**config.mk**
```make
export PLATFORM = sky130hd
export DESIGN_NAME = syncfifo_read_ctrl
export DESIGN_NICKNAME = d
export VERILOG_FILES = /design/src/rtl/syncfifo_pkg.sv /design/src/rtl/syncfifo_occupancy.sv /design/src/rtl/syncfifo_read_ctrl.sv
export SDC_FILE = /design/constraint.sdc
export NUM_CORES = 1
export LEC_CHECK = 0
export ABC_AREA = 1
export CORE_MARGIN = 4
export CORE_UTILIZATION = 40
export CTS_BUF_LIST = sky130_fd_sc_hd__clkbuf_8
export DETAILED_ROUTE_END_ITERATION = 12
export PLACE_DENSITY_LB_ADDON = 0.08
export SETUP_SLACK_MARGIN = 0.05
export SKIP_CTS_REPAIR_TIMING = 1
export SLEW_MARGIN = 20
export SYNTH_ARGS = -nofsm -noshare
export SYNTH_HDL_FRONTEND = slang
export SYNTH_HIERARCHICAL = 1
export SYNTH_SLANG_ARGS = --single-unit
```
**constraint.sdc**
```tcl
create_clock -name clk -period 2.91 [get_ports clk]
set_input_delay 0.4365 -clock clk [delete_from_list [all_inputs] [get_ports clk]]
set_output_delay 0.4365 -clock clk [all_outputs]
set_load 0.05 [all_outputs]
```
**src/rtl/syncfifo_pkg.sv**
```systemverilog
// Shared types and helpers for the synchronous FIFO pointer controllers.
package syncfifo_pkg;

  typedef enum logic [1:0] {
    ERR_NONE,
    ERR_UNDERFLOW,
    ERR_BADCNT
  } syncfifo_err_e;

  // Pointer carries one extra wrap bit above the address bits.
  function automatic int ptr_width(input int depth);
    return $clog2(depth) + 1;
  endfunction

  // Modular difference; callers truncate the result to their pointer width.
  function automatic logic [31:0] occupancy(input logic [31:0] w_ptr, input logic [31:0] r_ptr);
    return w_ptr - r_ptr;
  endfunction

endpackage

```
**src/rtl/syncfifo_occupancy.sv**
```systemverilog
// Combinational occupancy from a write/read pointer pair; shared by read and write controllers.
module syncfifo_occupancy
  import syncfifo_pkg::*;
#(
  parameter int PTR_WIDTH = 4,
  parameter int AE_THRESH = 2
) (
  input  logic [PTR_WIDTH-1:0] w_ptr,
  input  logic [PTR_WIDTH-1:0] r_ptr,
  output logic [PTR_WIDTH-1:0] count,
  output logic                 empty,
  output logic                 almost_empty
);

  always_comb begin
    count        = PTR_WIDTH'(occupancy(32'(w_ptr), 32'(r_ptr)));
    empty        = (count == '0);
    almost_empty = (count <= PTR_WIDTH'(AE_THRESH));
  end

endmodule

```
**src/rtl/syncfifo_read_ctrl.sv**
```systemverilog
// Read-side pointer controller: multi-entry pop, flush, occupancy and sticky error reporting.
module syncfifo_read_ctrl
  import syncfifo_pkg::*;
#(
  parameter int DEPTH     = 8,
  parameter int MAX_POP   = 4,
  parameter int AE_THRESH = 2,
  parameter int PTR_WIDTH = ptr_width(DEPTH),
  parameter int CNT_WIDTH = $clog2(MAX_POP + 1)
) (
  input  logic                 clk,
  input  logic                 rst_n,
  input  logic                 ren,
  input  logic [CNT_WIDTH-1:0] rcount,
  input  logic                 flush,
  input  logic                 err_clr,
  input  logic [PTR_WIDTH-1:0] w_ptr,
  output logic [PTR_WIDTH-1:0] r_ptr,
  output logic [PTR_WIDTH-2:0] r_addr,
  output logic [PTR_WIDTH-1:0] count,
  output logic                 empty,
  output logic                 almost_empty,
  output logic                 pop_ok,
  output logic                 rd_err,
  output logic                 err_sticky
);

  if ((DEPTH < 2) || ((DEPTH & (DEPTH - 1)) != 0)) begin : g_bad_depth
    $error("syncfifo_read_ctrl: DEPTH must be a power of two, at least 2");
  end
  if ((MAX_POP < 1) || (MAX_POP > DEPTH)) begin : g_bad_max_pop
    $error("syncfifo_read_ctrl: MAX_POP must be in 1..DEPTH");
  end
  if ((AE_THRESH < 0) || (AE_THRESH >= DEPTH)) begin : g_bad_ae
    $error("syncfifo_read_ctrl: AE_THRESH must be in 0..DEPTH-1");
  end

  logic [PTR_WIDTH-1:0] r_ptr_reg, r_ptr_next;
  logic                 err_sticky_reg, err_sticky_next;
  logic [PTR_WIDTH-1:0] rcount_ext;
  syncfifo_err_e        err_cause;

  syncfifo_occupancy #(
    .PTR_WIDTH (PTR_WIDTH),
    .AE_THRESH (AE_THRESH)
  ) u_occupancy (
    .w_ptr        (w_ptr),
    .r_ptr        (r_ptr_reg),
    .count        (count),
    .empty        (empty),
    .almost_empty (almost_empty)
  );

  // A malformed count is reported ahead of underflow; flush suppresses both.
  always_comb begin
    rcount_ext = PTR_WIDTH'(rcount);
    err_cause  = ERR_NONE;
    if (ren && !flush) begin
      if ((rcount_ext == '0) || (rcount_ext > PTR_WIDTH'(MAX_POP)))
        err_cause = ERR_BADCNT;
      else if (rcount_ext > count)
        err_cause = ERR_UNDERFLOW;
    end
  end

  always_comb begin
    rd_err = (err_cause != ERR_NONE);
    pop_ok = ren && !flush && (err_cause == ERR_NONE);
  end

  always_comb begin
    r_ptr_next = r_ptr_reg;
    if (flush)
      r_ptr_next = w_ptr;
    else if (pop_ok)
      r_ptr_next = r_ptr_reg + rcount_ext;

    err_sticky_next = err_sticky_reg;
    if (rd_err)
      err_sticky_next = 1'b1;
    else if (err_clr)
      err_sticky_next = 1'b0;
  end

  always_ff @(posedge clk) begin
    if (!rst_n) begin
      r_ptr_reg      <= '0;
      err_sticky_reg <= 1'b0;
    end else begin
      r_ptr_reg      <= r_ptr_next;
      err_sticky_reg <= err_sticky_next;
    end
  end

  assign r_ptr      = r_ptr_reg;
  assign r_addr     = r_ptr_reg[PTR_WIDTH-2:0];
  assign err_sticky = err_sticky_reg;

endmodule

```
==> metrics <==
Routed Antenna Nets 0; worst vdd ir about 0.00039 V; Final Skew around 1.3 ps; area leader, netlist ha_1; Final Hold Fails 0; cells after synthesis 110; #FFs+latches synth 5; DR WL/cell between 10 and 15 microns; Buf/Inv on CP 6; Filler Cells Inserted between 100 and 150; outcome complete, no violations; Vias/cell 4.70; max reg flops 4; CP endpoint kind output port; Hold Crit Class reg -> reg; layout cells sized above 1 0.261; first-pass iteration count of the detailed router 4; setup TNS 0 ps; FMAX approximately 370 MHz; CP max stage cell fa_2; maximum root-to-sink buffer count 2; via count around 740; RSZ-0062 raised after global routing false; die area 2450 sq um; Ant. Diodes 0; Die Y ~49 microns; Ports 28; Top FF cell, synth dfxtp_1; Starting Density 0.441; Inserted Clock Buffers 3; crit-path max FO 3; syn nets 133; total power divided by cell area 526 nW/um^2; CP delay by family, top adder cells; number of flops mapped to enable cells by yosys 0; post-layout util 0.760; Slew Viols, Final 0; layout net count 166; Largest stage delay, worst path 570 ps; most common cell in the synthesized netlist inv_1; Worst Tran Pin Value approximately 500 ps; Area contributors post-synth ha_1 (16%), inv_1 (15%), dfxtp_1 (15%), nand2_1 (12%), nand3_1 (8.0%); total global routing overflow 0; Tmin final between 2000 and 3000 ps; share of flip-flops with an asynchronous set or reset 0; Finished Layout Cells ~160; number of global-route vias before repair 677; Max Cap Viol 0; antenna violations before repair 0; Clock Latency Late Sink 220 ps; Worst slew margin 0.665; CTS sink cnt 5; detailed-route DRC error count 0; post-synthesis sequential area ratio 0.145; placed insts 154; Site Rows 14; GP Congestion 0.775; CTS root buffer clkbuf_8; final worst-path cycle share 0.934; dpl hpwl between 1 and 1.5 mm; Setup violations, final 0; post-synth top area share 0.164; final wirelength ~1.8 mm; Leakage 0.000587 uW; IO Port Bufs 27; CP startpoint kind primary input; Die Span X 49.5 microns; CP Class in -> out; GRT Util Overall 0.153; Area growth syn-to-layout 72.2%; hold_ws 596 ps; TritonCTS clock tree yes; Avg Cell Area, Syn between 6 and 7 sq um; first-pass GRT wire length approximately 3.0 mm; Worst Path Required approximately 2500 ps; synth unique cells 18; YS warnings 6; worst path cell trace dlymetal6s2s_1 > inv_2 > ha_4 > fa_2 > clkinvlp_4 > inv_2 > ha_4 > nand3_2 > nand2_1 > inv_1 > nand2_2 > a21oi_4 > buf_12; CP arrival about 2300 ps; largest net degree at the start of global routing 12; H-tree levels 1; core area ~1600 sq um; Initial DRC Count 8; Synth Cell Area between 600 and 700 sq um; Post-synth top cells inv_1 (27), nand2_1 (22), nor2_1 (12); Worst-path clk slew about 40 ps
==> where the power goes <==
part           switching, uW  internal [uW]  total, uW
clock                   37.5           90.7        128
sequential              9.78           76.9       86.6
combinational            235            174        409
total                    282            341        624
==> per-stage QoR <==
step	worst slack, ps	total power, uW	cell area [sq um]
floorplan	50.0	342	761
global placement	-230	486	1110
detailed placement	-269	491	1110
CTS	-274	625	1160
global route	96.5	672	1180
finish	192	624	1180
==> per-layer routing <==
layer | vias to the layer above | share of wire | track usage
li1 | 395 | - | -
met4 | 0 | 0 | 0.0276
met5 | - | 0 | 0
met2 | 21 | 0.49 | 0.259
met3 | 0 | 0.063 | 0.0572
met1 | 326 | 0.44 | 0.185
==> worst register-to-register path, stage by stage, from the launching register on <==
cell and delay [ps]:
dfxtp_4 350, ha_4 160, fa_2 570, clkinvlp_4 100, inv_2 70, ha_4 200, nand3_1 70, nand2_1 60
nand2_2 110, nand3_4 90, buf_4 170, a21oi_1 130, nor2_1 60
==> layout by cell type, fill, tap and decap left out <==
| cell type | n |
|---|---|
| nand3_1 | 10 |
| o21a_1 | 1 |
| a21oi_4 | 1 |
| inv_1 | 22 |
| fa_1 | 1 |
| clkdlybuf4s50_1 | 17 |
| dfxtp_2 | 2 |
| or2_0 | 1 |
| nand3_2 | 1 |
| fa_2 | 1 |
| nor2_1 | 12 |
| inv_2 | 5 |
| ha_1 | 5 |
| a21oi_2 | 1 |
| ha_4 | 4 |
| clkinvlp_4 | 2 |
| dlymetal6s2s_1 | 3 |
| dfxtp_4 | 1 |
| a21oi_1 | 7 |
| o21ai_0 | 2 |
| clkbuf_8 | 3 |
| xor2_1 | 1 |
| nand2_1 | 21 |
| nand3_4 | 1 |
| nor2_2 | 1 |
| nand2_2 | 1 |
| buf_12 | 6 |
| xor2_2 | 1 |
| dfxtp_1 | 2 |
| buf_4 | 6 |
==> final timing paths <==
path                                from  cells after the start  slack (ps)        to
worst max-delay path            w_ptr[0]                     13         190    rd_err
worst min-delay path            r_ptr[2]                      4         600  r_ptr[2]
worst max register to register  r_ptr[0]                     12         650  r_ptr[2]
worst min register to register  r_ptr[2]                      4         600  r_ptr[2]
==> layout make-up <==
type	count	area (sq um)	area share
clock buffer	3	41.3	0.0348
clock inverter	1	3.75	0.00317
inverter	28	113	0.0950
multi-input combinational	73	528	0.446
sequential	5	106	0.0898
tap	16	20.0	0.0169
timing repair buffer	32	373	0.315
==> kinds of logic after synthesis <==
group / synth area share
AOI/OAI and AO/OA: 0.0964
buffers and inverters: 0.202
and+or+nand+nor: 0.309
xor gates and xnor gates: 0.0255
DFF: 0.145
adders and majority gates: 0.222
Power figures use the tool's default switching activity.
